## src/rtl/rv32_types_pkg.sv

```systemverilog
// Shared RV32 core types: register ids, words, writeback source/load type
// encodings and the writeback-stage state enum.
package rv32_types;

    typedef logic [4:0]  rv_reg_id_t;
    typedef logic [31:0] rv32_word;

    typedef enum logic [1:0] {
        WB_NONE = 2'd0,
        WB_ALU  = 2'd1,
        WB_PC4  = 2'd2,
        WB_LOAD = 2'd3
    } wb_src_t;

    // Encoded as the RV32 load funct3 so decode can pass it straight through.
    typedef enum logic [2:0] {
        LT_LB  = 3'b000,
        LT_LH  = 3'b001,
        LT_LW  = 3'b010,
        LT_LBU = 3'b100,
        LT_LHU = 3'b101
    } load_type_t;

    typedef enum logic [1:0] {
        EMPTY     = 2'd0,
        WAIT_LOAD = 2'd1,
        WB        = 2'd2
    } wb_stage_state_t;

    localparam rv32_word PC_STEP = 32'd4;

endpackage

```

## src/rtl/rv32_load_align.sv

```systemverilog
// Purely combinational load data extraction: picks the byte/halfword/word
// addressed by addr[1:0], extends it, and flags misaligned accesses.
module rv32_load_align
    import rv32_types::*;
(
    input  rv32_word    rdata,
    input  logic [1:0]  addr,
    input  load_type_t  load_type,
    output rv32_word    value,
    output logic        misaligned
);

    logic [7:0]  byte_sel;
    logic [15:0] half_sel;

    always_comb begin
        byte_sel   = rdata[{addr, 3'b000} +: 8];
        half_sel   = addr[1] ? rdata[31:16] : rdata[15:0];
        value      = rdata;
        misaligned = 1'b0;
        case (load_type)
            LT_LB:  value = {{24{byte_sel[7]}}, byte_sel};
            LT_LBU: value = {24'd0, byte_sel};
            LT_LH: begin
                value      = {{16{half_sel[15]}}, half_sel};
                misaligned = addr[0];
            end
            LT_LHU: begin
                value      = {16'd0, half_sel};
                misaligned = addr[0];
            end
            LT_LW: begin
                value      = rdata;
                misaligned = (addr != 2'b00);
            end
            // Reserved funct3 codes behave as a word load.
            default: begin
                value      = rdata;
                misaligned = (addr != 2'b00);
            end
        endcase
    end

endmodule

```

## src/rtl/rv32_writeback_stage.sv

```systemverilog
// Final RV32 pipeline stage: retires one instruction per cycle into the
// register file, waiting on late load responses when needed.
//
//   state     | meaning
//   EMPTY     | nothing retiring, ready to accept
//   WAIT_LOAD | load accepted, waiting for dmem_rvalid; upstream stalled
//   WB        | held instruction is retiring this cycle, ready to accept
module rv32_writeback_stage
    import rv32_types::*;
#(
    parameter int INSTRET_W = 64
) (
    input  logic                 clk,
    input  logic                 reset,
    input  logic                 mem_valid,
    output logic                 mem_ready,
    input  rv_reg_id_t           mem_rd,
    input  wb_src_t              mem_wb_src,
    input  load_type_t           mem_load_type,
    input  rv32_word             mem_result,
    input  logic [31:0]          mem_pc,
    input  logic                 dmem_rvalid,
    input  logic [31:0]          dmem_rdata,
    output logic                 rf_write,
    output logic [4:0]           rf_rw,
    output logic [31:0]          rf_d,
    output logic                 fwd_valid,
    output logic                 load_pending,
    output logic [4:0]           pending_rd,
    output logic                 load_misaligned,
    output logic [INSTRET_W-1:0] instret
);

    wb_stage_state_t        state, state_d;
    rv_reg_id_t             rd_q;
    rv32_word               data_q;
    wb_src_t                src_q;
    logic [31:0]            pc_q;
    load_type_t             lt_q;
    logic                   mis_q;
    logic [INSTRET_W-1:0]   instret_q;

    logic     accept;
    logic     retire;
    rv32_word align_value;
    logic     align_mis;

    // data_q holds the byte address until the load response replaces it.
    rv32_load_align u_align (
        .rdata      (dmem_rdata),
        .addr       (data_q[1:0]),
        .load_type  (lt_q),
        .value      (align_value),
        .misaligned (align_mis)
    );

    always_comb begin
        state_d   = state;
        mem_ready = (state != WAIT_LOAD);
        accept    = mem_valid && mem_ready;
        case (state)
            EMPTY: begin
                if (accept)
                    state_d = (mem_wb_src == WB_LOAD) ? WAIT_LOAD : WB;
            end
            WAIT_LOAD: begin
                if (dmem_rvalid)
                    state_d = WB;
            end
            WB: begin
                if (accept)
                    state_d = (mem_wb_src == WB_LOAD) ? WAIT_LOAD : WB;
                else
                    state_d = EMPTY;
            end
            default: state_d = EMPTY;
        endcase
    end

    assign retire = (state == WB) && !mis_q;

    always_ff @(posedge clk) begin
        if (reset) begin
            state     <= EMPTY;
            rd_q      <= '0;
            data_q    <= '0;
            src_q     <= WB_NONE;
            pc_q      <= '0;
            lt_q      <= LT_LB;
            mis_q     <= 1'b0;
            instret_q <= '0;
        end else begin
            state <= state_d;
            if (accept) begin
                rd_q   <= mem_rd;
                data_q <= mem_result;
                src_q  <= mem_wb_src;
                pc_q   <= mem_pc;
                lt_q   <= mem_load_type;
                mis_q  <= 1'b0;
            end else if ((state == WAIT_LOAD) && dmem_rvalid) begin
                data_q <= align_value;
                mis_q  <= align_mis;
            end
            if (retire)
                instret_q <= instret_q + {{(INSTRET_W-1){1'b0}}, 1'b1};
        end
    end

    always_comb begin
        rf_write        = (state == WB) && (src_q != WB_NONE) && (rd_q != 5'd0) && !mis_q;
        rf_rw           = rd_q;
        rf_d            = (src_q == WB_PC4) ? (pc_q + PC_STEP) : data_q;
        fwd_valid       = rf_write;
        load_pending    = (state == WAIT_LOAD);
        pending_rd      = rd_q;
        load_misaligned = (state == WB) && mis_q;
        instret         = instret_q;
    end

endmodule
```

## config.mk

```make
export PLATFORM = sky130hd
export DESIGN_NAME = rv32_writeback_stage
export DESIGN_NICKNAME = d
export VERILOG_FILES = /design/src/rtl/rv32_types_pkg.sv /design/src/rtl/rv32_load_align.sv /design/src/rtl/rv32_writeback_stage.sv
export SDC_FILE = /design/constraint.sdc
export NUM_CORES = 1
export LEC_CHECK = 0
export BUFFER_PORTS_ARGS = -buffer_cell sky130_fd_sc_hd__buf_2
export CAP_MARGIN = 20
export CORE_UTILIZATION = 55
export DETAILED_ROUTE_END_ITERATION = 7
export GPL_TIMING_DRIVEN = 0
export PLACE_DENSITY = 0.84
export SKIP_LAST_GASP = 1
export SLEW_MARGIN = 10
export SYNTH_ARGS = -nofsm -noshare
export SYNTH_HDL_FRONTEND = slang
export SYNTH_SLANG_ARGS = --single-unit
```

## constraint.sdc

```tcl
create_clock -name clk -period 5.4 [get_ports clk]
set_clock_uncertainty 0.1 [all_clocks]
set_input_delay 1.08 -clock clk [delete_from_list [all_inputs] [get_ports clk]]
set_output_delay 1.08 -clock clk [all_outputs]
set_load 0.02 [all_outputs]
```

==> results.py <==
metrics = {
    "sta": {
        "slew-limit-headroom_pct": 53.7,
        "finalSetupViolCount": 0,
        "hold_viol_final": 0,
        "fmax_ghz": 0.257,
        "rsz0062_at_grt": "false",
        "final.period_utilization_pct": 72.1,
        "worstMarginPinSlew_ns": 0.695,
        "setup_tns_ns": 0,
        "period_minus_slack_ns": 3.89,
        "fin_ws_ns": 1.51,
        "drv_slew": 0,
    },
    "clocking": {
        "cts_tree": "done",
        "ctsHoldBuffers": 0,
        "post_cts_buffers": 0,
        "cts_buffers": 17,
        "clock_sinks": 141,
        "cts_resized": 0,
        "path_clk_slew_ns": 0.06,
        "root_buffer": "clkbuf_16",
        "clk_latency_ns": 0.43,
        "h-tree-depth": 4,
        "clock_path_buffers": 2,
    },
    "synth": {
        "yosys.area.top_type": "dfxtp_1",
        "yosys_warnings": 0,
        "yosysTopAreaCellShare_pct": 37.6,
        "synth_common_cells": "nand2_1, dfxtp_1, a21oi_1",
        "syn_nets": 1106,
        "synth_most_common_cell": "nand2_1",
        "synthArstFlopShare_pct": 0,
        "ys.flop_type": "dfxtp_1",
        "netlist_instances": 994,
        "synth_edf_count": 0,
        "ys_seq_elements": 141,
        "syn_area_per_cell_sq_um": 7.55,
        "ys_types": 51,
        "ys_seq_area_share_pct": 37.6,
        "synth_area_sq_um": 7510,
        "synth.area.top_cells": "dfxtp_1, nand2_1, a21oi_1",
    },
    "grt": {
        "grt_max_degree": 17,
        "grt_overflow_total": 0,
        "grt_antenna_before_repair": 4,
        "grt_pass1_wl_microns": 38700,
        "grt_pass1_vias": 7780,
        "grt_util_all_layers_pct": 34.7,
    },
    "detailed_routing": {
        "via_per_inst": 6.04,
        "drc": 1,
        "routedWlPerCell_microns": 17.3,
        "wl_microns": 24600,
        "vias": 8606,
        "dr.pass1.iters": 8,
        "ant_nets": 0,
        "drt_iter0_markers": 889,
    },
    "setup_path": {
        "cp_slowest_cell": "nor4_1",
        "r2r_cells": 6,
        "reg2reg_slack_ns": 2.64,
        "r2r_start": "instret[5]",
        "cpLargestDelayFamily": "simple AND/OR/NAND/NOR gates",
        "cp_max_fo": 7,
        "worstPathRequired_ns": 4.22,
        "regToRegEndpoint": "instret[60]",
        "setup.worst_path.end": "rf_d[31]",
        "crit_chain": "and4_1 > clkbuf_1 > nand2_1 > nor4_1 > xnor2_1 > o21ai_0 > buf_2",
        "end_kind": "primary output",
        "crit_path_start": "pc_q[9]",
        "critical_path_arrival_ns": 2.71,
        "cp_slowest_stage_delay_ns": 0.44,
        "path_buf_inv": 2,
        "path_class": "reg2out",
        "worstSetupPathDepth": 7,
        "crit_path_start_kind": "flip-flop",
    },
    "floorplanning": {
        "design.die.area_sq_um": 14100,
        "core_sq_um": 13300,
        "initial_core_util_pct": 56.5,
        "num_io_pins": 221,
        "core.rowCount": 42,
        "die_h_microns": 119,
        "die_width_microns": 119,
    },
    "status": {
        "violations": "design-rule violations",
        "outcome": "finished with violations",
    },
    "worst_hold_path": {
        "hold_path_class": "reg2reg",
    },
    "final_layout": {
        "layout-drive-gt1-share_pct": 22.5,
        "final_util_pct": 71.1,
        "nets": 1344,
        "fin_area_sq_um": 9450,
        "fillers": 1148,
        "area_growth_pct": 25.8,
    },
    "power": {
        "leakage_nw": 3.68,
        "total_power_mw": 2.69,
        "peakVddDrop_v": 0.000215,
        "power_density_nw_per_um2": 284,
    },
    "placement": {
        "placed_area_sq_um": 8820,
        "gp_congestion": 0.949,
        "io_buffers": 219,
        "dp_slack_ns": 2.02,
        "hpwl_microns": 18300,
    },
    "job": {
        "cap_violations": 0,
    },
}
-- metal layers --
layer,track usage [%],vias up,wire length (microns)
met5,0,-,14
met4,16.0,2,1020
met3,9.58,107,2540
met2,58.5,516,11500
met1,41.0,3922,9490
li1,-,4059,-
-- worst min path at each step --
stage / from / to / depth (start not counted)
final: pc_q[1] / pc_q[1] / 2
after global routing: pc_q[1] / pc_q[1] / 2
after CTS: pc_q[1] / pc_q[1] / 2
after detailed placement: pc_q[1] / pc_q[1] / 2
after global placement: pc_q[1] / pc_q[1] / 2
after floorplan: pc_q[0] / pc_q[0] / 2
-- worst register-to-register path, delay by kind of cell, from the launching register on --
family | cells | cell delay (ns)
buf+inv | 1 | 0.24
compound gates | 1 | 0.14
flops | 1 | 0.47
simple gates | 4 | 1.74
-- area by class of cell --
cell class                      count  area, sq um  share of cell area [%]
Sequential cell                   141         2820                    29.9
Inverter                           18         67.6                   0.715
Timing Repair Buffer              219         1100                    11.6
Tap cell                          176          220                    2.33
Clock buffer                       21          450                    4.77
Multi-Input combinational cell    764         4320                    45.7
Buffer                             71          300                    3.18
Clock inverter                     11          166                    1.76
Antenna cell                        3         7.51                  0.0795
-- registers in the layout, summed over array words and instances, names as in the netlist --
name	flops
lt_q	3
src_q	2
mis_q	1
pending_rd	5
data_q	32
state	2
pc_q	32
instret	64
-- stage by stage --
step / hold slack, ns / cells
after CTS: 0.362 / 1421
after detailed placement: 0.354 / 1389
after global placement: 0.341 / 1389
after floorplan: 0.334 / 994
after global routing: 0.399 / 1422
final: 0.362 / 1424
-- power breakdown --
group	switching [mW]	internal, mW
Sequential	0.0373	1.08
Clock	0.449	0.783
Combinational	0.214	0.125
Total	0.700	1.99
-- cells in the final DEF (no fill, tap or decap), types with 24 or more instances in the layout --
cell type | netlist | final
nand3_1 | 30 | 30
o31ai_1 | 32 | 32
o21ai_0 | 61 | 61
xnor2_1 | 27 | 27
nor2_1 | 71 | 71
a21oi_1 | 116 | 116
clkbuf_1 | 59 | 62
or3_1 | 24 | 24
nand4_1 | 39 | 39
nand2_1 | 171 | 171
dfxtp_1 | 141 | 141
buf_2 | 3 | 222
xor2_1 | 26 | 26
-- cells by family (layout without fill, tap and decap cells) --
family | after synthesis | in the layout | share of synthesized area (%)
simple gates | 440 | 440 | 29.3
fa+ha+maj | 2 | 2 | 0.333
buf+inv | 89 | 340 | 4.90
mux | 11 | 11 | 1.65
compound gates | 258 | 258 | 20.0
xor+xnor | 53 | 53 | 6.18
other cells | 0 | 3 | 0
flops | 141 | 141 | 37.6
(Power assumes the default switching activity.)
